`src/rtl/mem_access_ctrl_pkg.sv`:
```
// Shared types for the data-memory initiator: op codes, FSM states and the
// latched request payload.
`timescale 1ns/1ps
package mem_access_ctrl_pkg;

    localparam int unsigned XLEN = 32;
    localparam int unsigned SELW = 4;

    typedef enum logic [2:0] {
        MEM_OP_LB  = 3'b000,
        MEM_OP_LBU = 3'b001,
        MEM_OP_LH  = 3'b010,
        MEM_OP_LHU = 3'b011,
        MEM_OP_LW  = 3'b100,
        MEM_OP_SB  = 3'b101,
        MEM_OP_SH  = 3'b110,
        MEM_OP_SW  = 3'b111
    } mem_op_e;

    typedef enum logic [1:0] {
        MEM_IDLE   = 2'd0,
        MEM_ACCESS = 2'd1,
        MEM_DONE   = 2'd2
    } mem_state_e;

    // Request captured at acceptance and replayed onto the RAM during ACCESS
    typedef struct packed {
        mem_op_e           op;
        logic [XLEN-1:0]   addr;
        logic [SELW-1:0]   sel;
        logic [XLEN-1:0]   data;
    } mem_req_t;

    function automatic logic is_store(input mem_op_e op);
        return (op == MEM_OP_SB) || (op == MEM_OP_SH) || (op == MEM_OP_SW);
    endfunction

endpackage

```
`src/rtl/mem_access_ctrl_align.sv`:
```
// Combinational lane logic for the data-memory initiator.
// Request side: op_i/addr_lo_i/wdata_i -> byte enables, replicated store
//   data, misalignment flag.
// Load side: ld_op_i/ld_addr_lo_i/ld_rdata_i -> right-aligned, extended
//   load result (0 for stores).
`timescale 1ns/1ps
module mem_align
    import mem_access_ctrl_pkg::*;
(
    input  logic [2:0]  op_i,
    input  logic [1:0]  addr_lo_i,
    input  logic [31:0] wdata_i,
    output logic [3:0]  sel_o,
    output logic [31:0] wdata_rep_o,
    output logic        misalign_o,
    input  logic [2:0]  ld_op_i,
    input  logic [1:0]  ld_addr_lo_i,
    input  logic [31:0] ld_rdata_i,
    output logic [31:0] ld_data_o
);

    mem_op_e     req_op;
    mem_op_e     ld_op;
    logic [7:0]  ld_byte;
    logic [15:0] ld_half;

    assign req_op = mem_op_e'(op_i);
    assign ld_op  = mem_op_e'(ld_op_i);

    // Byte enables, store replication and alignment for the incoming request
    always_comb begin
        sel_o       = 4'b0000;
        wdata_rep_o = 32'h0000_0000;
        misalign_o  = 1'b0;
        case (req_op)
            MEM_OP_LB, MEM_OP_LBU, MEM_OP_SB: begin
                sel_o       = 4'b0001 << addr_lo_i;
                wdata_rep_o = {4{wdata_i[7:0]}};
            end
            MEM_OP_LH, MEM_OP_LHU, MEM_OP_SH: begin
                sel_o       = 4'b0011 << {addr_lo_i[1], 1'b0};
                wdata_rep_o = {2{wdata_i[15:0]}};
                misalign_o  = addr_lo_i[0];
            end
            default: begin
                sel_o       = 4'b1111;
                wdata_rep_o = wdata_i;
                misalign_o  = |addr_lo_i;
            end
        endcase
        // Loads drive no write data onto the bus
        if (!is_store(req_op)) begin
            wdata_rep_o = 32'h0000_0000;
        end
    end

    // Shift the addressed lane(s) down to bit 0
    assign ld_byte = 8'(ld_rdata_i >> {ld_addr_lo_i, 3'b000});
    assign ld_half = 16'(ld_rdata_i >> {ld_addr_lo_i[1], 4'b0000});

    // Sign/zero extension of the load result
    always_comb begin
        ld_data_o = 32'h0000_0000;
        case (ld_op)
            MEM_OP_LB:  ld_data_o = {{24{ld_byte[7]}}, ld_byte};
            MEM_OP_LBU: ld_data_o = {24'h00_0000, ld_byte};
            MEM_OP_LH:  ld_data_o = {{16{ld_half[15]}}, ld_half};
            MEM_OP_LHU: ld_data_o = {16'h0000, ld_half};
            MEM_OP_LW:  ld_data_o = ld_rdata_i;
            default:    ld_data_o = 32'h0000_0000;
        endcase
    end

endmodule

```
`src/rtl/mem_access_ctrl.sv`:
```
// Initiator between the MEM pipeline stage and a synchronous word-wide RAM.
// One request at a time: IDLE accepts, ACCESS drives the RAM for
// WAIT_CYCLES+1 cycles, DONE pulses valid_o with the extended load result.
// Ports: clk/rst (async active-high); req_i/op_i/addr_i/wdata_i from MEM;
//   stall_o/valid_o/rdata_o/misalign_o back to the pipeline;
//   ram_ce_o/ram_we_o/ram_addr_o/ram_sel_o/ram_data_o/ram_data_i to RAM.
// stall_o and misalign_o react combinationally to req_i in IDLE; the RAM
// strobes decode the registered state so reset drops them at once.
`timescale 1ns/1ps
module mem_access_ctrl
    import mem_access_ctrl_pkg::*;
#(
    parameter int unsigned WAIT_CYCLES = 1,
    parameter int unsigned CNT_W       = 4
) (
    input  logic        clk,
    input  logic        rst,
    input  logic        req_i,
    input  logic [2:0]  op_i,
    input  logic [31:0] addr_i,
    input  logic [31:0] wdata_i,
    output logic        stall_o,
    output logic        valid_o,
    output logic [31:0] rdata_o,
    output logic        misalign_o,
    output logic        ram_ce_o,
    output logic        ram_we_o,
    output logic [31:0] ram_addr_o,
    output logic [3:0]  ram_sel_o,
    output logic [31:0] ram_data_o,
    input  logic [31:0] ram_data_i
);

    mem_state_e       state_q, state_d;
    logic [CNT_W-1:0] cnt_q, cnt_d;
    mem_req_t         req_q, req_d;
    logic [31:0]      rdata_q, rdata_d;

    logic [3:0]       sel_c;
    logic [31:0]      wdata_rep_c;
    logic             misalign_c;
    logic [31:0]      ld_data_c;

    mem_align u_align (
        .op_i         (op_i),
        .addr_lo_i    (addr_i[1:0]),
        .wdata_i      (wdata_i),
        .sel_o        (sel_c),
        .wdata_rep_o  (wdata_rep_c),
        .misalign_o   (misalign_c),
        .ld_op_i      (req_q.op),
        .ld_addr_lo_i (req_q.addr[1:0]),
        .ld_rdata_i   (ram_data_i),
        .ld_data_o    (ld_data_c)
    );

    // State, counter and data registers
    always_ff @(posedge clk or posedge rst) begin
        if (rst) begin
            state_q <= MEM_IDLE;
            cnt_q   <= '0;
            req_q   <= '0;
            rdata_q <= '0;
        end else begin
            state_q <= state_d;
            cnt_q   <= cnt_d;
            req_q   <= req_d;
            rdata_q <= rdata_d;
        end
    end

    // Next-state and output decode
    always_comb begin
        state_d    = state_q;
        cnt_d      = cnt_q;
        req_d      = req_q;
        rdata_d    = rdata_q;
        stall_o    = 1'b0;
        valid_o    = 1'b0;
        misalign_o = 1'b0;
        ram_ce_o   = 1'b0;
        ram_we_o   = 1'b0;
        ram_addr_o = 32'h0000_0000;
        ram_sel_o  = 4'b0000;
        ram_data_o = 32'h0000_0000;
        case (state_q)
            MEM_IDLE: begin
                if (req_i) begin
                    if (misalign_c) begin
                        misalign_o = 1'b1;
                    end else begin
                        stall_o    = 1'b1;
                        req_d.op   = mem_op_e'(op_i);
                        req_d.addr = addr_i;
                        req_d.sel  = sel_c;
                        req_d.data = wdata_rep_c;
                        cnt_d      = CNT_W'(WAIT_CYCLES);
                        state_d    = MEM_ACCESS;
                    end
                end
            end
            MEM_ACCESS: begin
                stall_o    = 1'b1;
                ram_ce_o   = 1'b1;
                ram_we_o   = is_store(req_q.op);
                ram_addr_o = {req_q.addr[31:2], 2'b00};
                ram_sel_o  = req_q.sel;
                ram_data_o = req_q.data;
                if (cnt_q != '0) begin
                    cnt_d = cnt_q - CNT_W'(1);
                end else begin
                    // Stores yield 0 from the extension logic
                    rdata_d = ld_data_c;
                    state_d = MEM_DONE;
                end
            end
            MEM_DONE: begin
                // req_i still shows the finished request here; ignore it
                valid_o = 1'b1;
                state_d = MEM_IDLE;
            end
            default: begin
                state_d = MEM_IDLE;
            end
        endcase
    end

    assign rdata_o = rdata_q;

endmodule

```
`config.mk`:
```
export PLATFORM = sky130hd
export DESIGN_NAME = mem_access_ctrl
export DESIGN_NICKNAME = d
export VERILOG_FILES = /design/src/rtl/mem_access_ctrl_pkg.sv /design/src/rtl/mem_access_ctrl_align.sv /design/src/rtl/mem_access_ctrl.sv
export SDC_FILE = /design/constraint.sdc
export NUM_CORES = 1
export LEC_CHECK = 0
export CAP_MARGIN = 5
export CORE_MARGIN = 2
export CORE_UTILIZATION = 48
export DETAILED_ROUTE_END_ITERATION = 7
export PLACE_DENSITY = 0.83
export SYNTH_ARGS = -nofsm -noshare
export SYNTH_HDL_FRONTEND = slang
export SYNTH_SLANG_ARGS = --single-unit
export TNS_END_PERCENT = 5
```
`constraint.sdc`:
```
create_clock -name clk -period 9.2 [get_ports clk]
set_input_delay 1.38 -clock clk [delete_from_list [all_inputs] [get_ports clk]]
set_output_delay 1.38 -clock clk [all_outputs]
set_load 0.02 [all_outputs]
```
Word-level counts from Yosys, hierarchy flattened. Index checks and enable logic that the tools add are counted.

Output and inout port bits: 105. Logic and storage cells: 74. Register bits after elaboration: 109.

Multiplexer cells: 25. Add/sub/neg operators: 1. Equality and inequality tests: 19. Shifts and indexed selects: 4. Bitwise logic cells: 2. Reduce and logical (&&, ||, !) cells: 16.

Operators by type and width (count): $pmux W32 S5 (1); $mux W32 (3); $pmux W32 S2 (1); $shr A32 B5 Y16 (1); $shr A32 B5 Y8 (1); $eq A3 B3 Y1 const B (7); $mux W4 (4); $pmux W4 S2 (2); $eq A3 B2 Y1 const B (4); $mux W1 (8); $ne A2 B2 Y1 const B (4); $eq A3 B1 Y1 const B (2); $logic_not A3 Y1 (2); $mux W2 (3); $reduce_and A3 Y1 (2); $reduce_or A3 Y1 (2); $logic_or A1 B1 Y1 (4); $pmux W1 S2 (2); $pmux W2 S2 (1); $reduce_and A4 Y1 (1); $reduce_bool A4 Y1 (1); $shl A1 B2 Y4 const A (1); $shl A2 B2 Y4 const A (1); $sub A4 B1 Y4 const B (1); other kinds (7) (8).

Longest topological paths before layout.
Depth in word-level cells: 6. Mapped depth: 8. Gate-level depth less buffers: 7.

Hierarchy. A second synthesis with hierarchy kept.

Cells, all modules: 718. Area total of the unflattened synthesis: 6438.7 um2.

By module, submodules not included: mem_access_ctrl (area an instance 4765.8 um2, sequential area each 2727.6 um2, times used 1, cells an instance 480); mem_align (area an instance 1672.9 um2, sequential area each 0.0 um2, times used 1, cells an instance 238).

Least setup slack after synthesis. No wires, ideal clock.

Kind: in2out. Start: input port op_i[1]. End: output port stall_o. Cell stages on the path: 5. Buffers on the path: 1. Required time: 7.820 ns. Data arrival time: 2.350 ns. Path slack: 5.470 ns. Path through: buf_2 and4_1 a21oi_1 a31oi_1 nor2_1.

Longest elaborated chain between the ends: 6. Elaborated cells on any way between the ends: 12. Classes of those cells: eq/ne: 5; mux: 4; reduce/logical: 3.

Ends and longest elaborated chain: start: declaration (line mem_access_ctrl.sv:19) `input logic [2:0] op_i,`; $eq A3 B2 Y1, or another cell as far along (line mem_access_ctrl_align.sv:35) `case (req_op)`; $reduce_or A3 Y1 (line mem_access_ctrl_align.sv:35); $pmux W1 S2 * (line mem_access_ctrl_align.sv:35); $mux W1 * (line mem_access_ctrl.sv:89) `if (misalign_c) begin`; $mux W1 * (line mem_access_ctrl.sv:88) `if (req_i) begin`; $pmux W1 S2 * (line mem_access_ctrl.sv:86) `case (state_q)`; end: declaration (line mem_access_ctrl.sv:22) `output logic stall_o,`.

Mark *: on every way between the ends. The rest lies on a longest branch, timed or not.

Final worst setup path. Ends and elaborated chain as after synthesis.

==> impl_results.md <==
* Status: complete, no violations
* IO Pins at ~210
* Synth Warn # at 0
* Area delta synth->final at 43.7%
* DRC violations left at 0
* Clock Path Buffers at 2
* NetSw at roughly 1000 uW
* Cell chain of the critical path: clkdlybuf4s50_1, nor2b_1, o21ai_0, a31oi_1, nor2_1, clkdlybuf4s50_1
* Clk sinks at roughly 110
* Final TNS setup at 0 ps
* Top delay family on crit path: buffers and inverters
* Clock Skew at approximately 12 ps
* Post_cts resized at 0
* Hold Vio Cnt, Final at 0
* Inserted Clock Buffers at 9
* Clk pwr share at 0.163
* Vias in the first global route at 4961
* Largest net degree at the start of global routing at 80
* Core box area at 11300 sq um
* HPWL Detailed at about 11000 um
* All-layer global routing usage at 0.253
* Worst reg2reg path depth at 8
* CP arrival at ~3600 ps
* Placer Congestion at approximately 0.92
* Fmax at about 0.2 GHz
* Die X at 111 um
* Crit path buf inv count at 2
* RSZ-0062 raised after global routing: no
* Max-Cap Viols at 0
* Routed WL at between 15000 and 20000 um
* Drt first pass iters at 5
* Initial drt markers at between 400 and 500
* Crit share post-route at 0.539
* Final ANT Viol Nets at 0
* Sw frac at 0.396
* Register area share after synthesis at 0.497
* Skew-Pair Late Insertion Delay at around 360 ps
* Post-route minimum period at 4960 ps
* Setup violators final at 0
* CTS tree: done
* Synth Instances at approximately 540
* Reg clk slew, reported paths at around 70 ps
* Slowest cell on the critical path: clkdlybuf4s50_1
* Synth Flop Type: dfrtp_1
* Slew @ Worst Pin at approximately 1100 ps
* Die span in y at around 110 um
* PortBufs at between 200 and 250
* Synth async-reset ratio at 1.00
* FF+latch count, synth at about 110
* Gr ovfl total at 0
* Most used cell along the critical path: clkdlybuf4s50_1
* CP Capture Type: output port
* R2R setup slack at roughly 5700 ps
* Mapped Area at around 5500 sq um
* Max Fanout on Critical Path at 11
* Crit path from: op_i[1]
* First-pass GRT wire length at around 25000 um
* Critical path launch point type: input pin
* Postcts setup bufs at 0
* H-tree Lvls at 3
* Gate power share at 0.512
* FP Rows at 39
* Slew HR at 0.255
* Sequential share of power at 0.325
* Pwr Total at between 2000 and 3000 uW
* Data required time of the critical path at 7820 ps
* Final Max Tran Viols at 0
* Pint at between 1500 and 2000 uW
* Vias per cell at roughly 5.6
* Share of cells above drive strength 1 at 0.101
* FF-to-FF End: rdata_o[3]
* Initial Util at 0.487
* Utilization after layout at 0.699
* Post-synth EDFFs at 0
* Leakage at ~0.0034 uW
* Synth Area per Inst at 10.2 sq um
* Critical path class: in -> out
* CP Capture Point: stall_o
* HP Class: reg -> reg
* Die area at 12300 sq um
* Nets at just over 800
* WP depth at 6
* Reg2reg start: state_q[1]
* # diodes at 0
* Initial antenna violation count at 0
* Pwr Density at ~330 nW/um^2
* Yosys cell types at 52
* CTS root buffer: clkbuf_16
* Max stage delay on crit path at between 700 and 800 ps
* Hold-fix buffer count after cts at 0
* Average wire per standard cell at roughly 18 um
* Routed vias at 4874
* Maximum vdd drop at between 0.2 and 0.25 mV
-- registers in the layout, indices dropped and copies added (netlist names) --
| name | count |
|---|---|
| rdata_o | 32 |
| state_q | 2 |
| cnt_q | 4 |
| req_q | 71 |
-- cell usage after synthesis (2+ instances only) --
library cell	number	area (sq um)
buf_1	5	18.8
o211ai_1	7	52.6
inv_1	21	78.8
nand3_1	40	200
o21bai_1	2	15.0
o2bb2ai_1	11	96.3
clkbuf_1	18	67.6
a21o_1	9	67.6
a21oi_1	6	30.0
a22o_1	8	70.1
a31oi_1	9	56.3
or2_2	2	12.5
nand2_1	49	184
buf_4	8	60.1
xnor2_1	2	17.5
and2_1	51	319
buf_2	9	45.0
nor2_1	41	154
o22ai_1	8	50.1
nand3_2	2	20.0
and3b_1	2	17.5
o21ai_0	9	45.0
a32o_1	2	20.0
dfrtp_1	109	2730
a221oi_1	2	17.5
mux2_2	40	450
nor3_1	3	15.0
nor3b_1	3	22.5
nor2b_1	4	25.0
o32ai_1	17	149
mux2i_1	19	190
-- per-layer routing --
metal	part of all wire	track usage	up-vias	routed length (um)
li1	-	-	2252	-
met1	0.38	0.304	2374	6030
met2	0.51	0.425	209	7940
met3	0.079	0.0733	39	1240
met4	0.032	0.108	0	505
met5	0	0	-	0
-- power groups by stage --
stage	registers (uW)	clock network [uW]	logic, uW
floorplan	876	0	733
global placement	831	0	1290
detailed placement	848	0	1320
CTS	841	426	1330
global route	866	445	1410
finish	839	419	1320
-- cells in the final DEF, fill, tap and decap left out, types with 3 or more instances in the layout --
cell type / n
nand3_1: 40
o22ai_1: 8
a21oi_1: 6
o21ai_0: 9
buf_4: 5
mux2i_1: 19
a31oi_1: 9
and2_1: 51
mux2_2: 40
nor2b_1: 4
o32ai_1: 17
o211ai_1: 7
nand2_1: 49
clkdlybuf4s50_1: 204
dfrtp_1: 109
a21o_1: 9
clkbuf_16: 9
a22o_1: 8
inv_1: 20
nor3_1: 3
o2bb2ai_1: 11
nor2_1: 41
-- how the worst min path moves through the flow --
stage                      from           to  slack (ps)  cells past startpoint
finish              rdata_o[11]  rdata_o[11]         480                      1
global route          req_q[32]    req_q[32]         490                      1
CTS                 rdata_o[14]  rdata_o[14]         490                      1
detailed placement  rdata_o[14]  rdata_o[14]         470                      1
global placement      req_q[32]    req_q[32]         460                      1
floorplan             req_q[32]    req_q[32]         440                      1
-- layout make-up --
class	count	area, sq um
multi-input combinational	368	2480
fill	884	3390
sequential	109	2730
inverter	22	85.1
tap	143	179
clock buffer	9	225
clock inverter	7	103
timing repair buffer	209	2080
-- logic make-up (layout without fill, tap and decap cells) --
kind of cell / Yosys count / count (layout) / share of synthesized area
buffers and inverters: 63 / 247 / 0.0520
muxes: 60 / 60 / 0.121
AOI/OAI and AO/OA: 96 / 96 / 0.132
adders and majority gates: 1 / 1 / 0.00228
xor gates and xnor gates: 3 / 3 / 0.00479
DFF: 109 / 109 / 0.497
and+or+nand+nor: 206 / 206 / 0.190
other: 1 / 2 / 0.000683
-- through the flow --
step	hold slack, ps	instances	setup WS, ps	cell area, sq um
after floorplan	441	540	4950	5490
after global placement	461	851	4340	7550
after detailed placement	469	851	4310	7550
after CTS	486	867	4280	7880
after global routing	494	867	4060	7880
final	480	867	4240	7880
No activity file was read; power rests on OpenSTA's default activity.
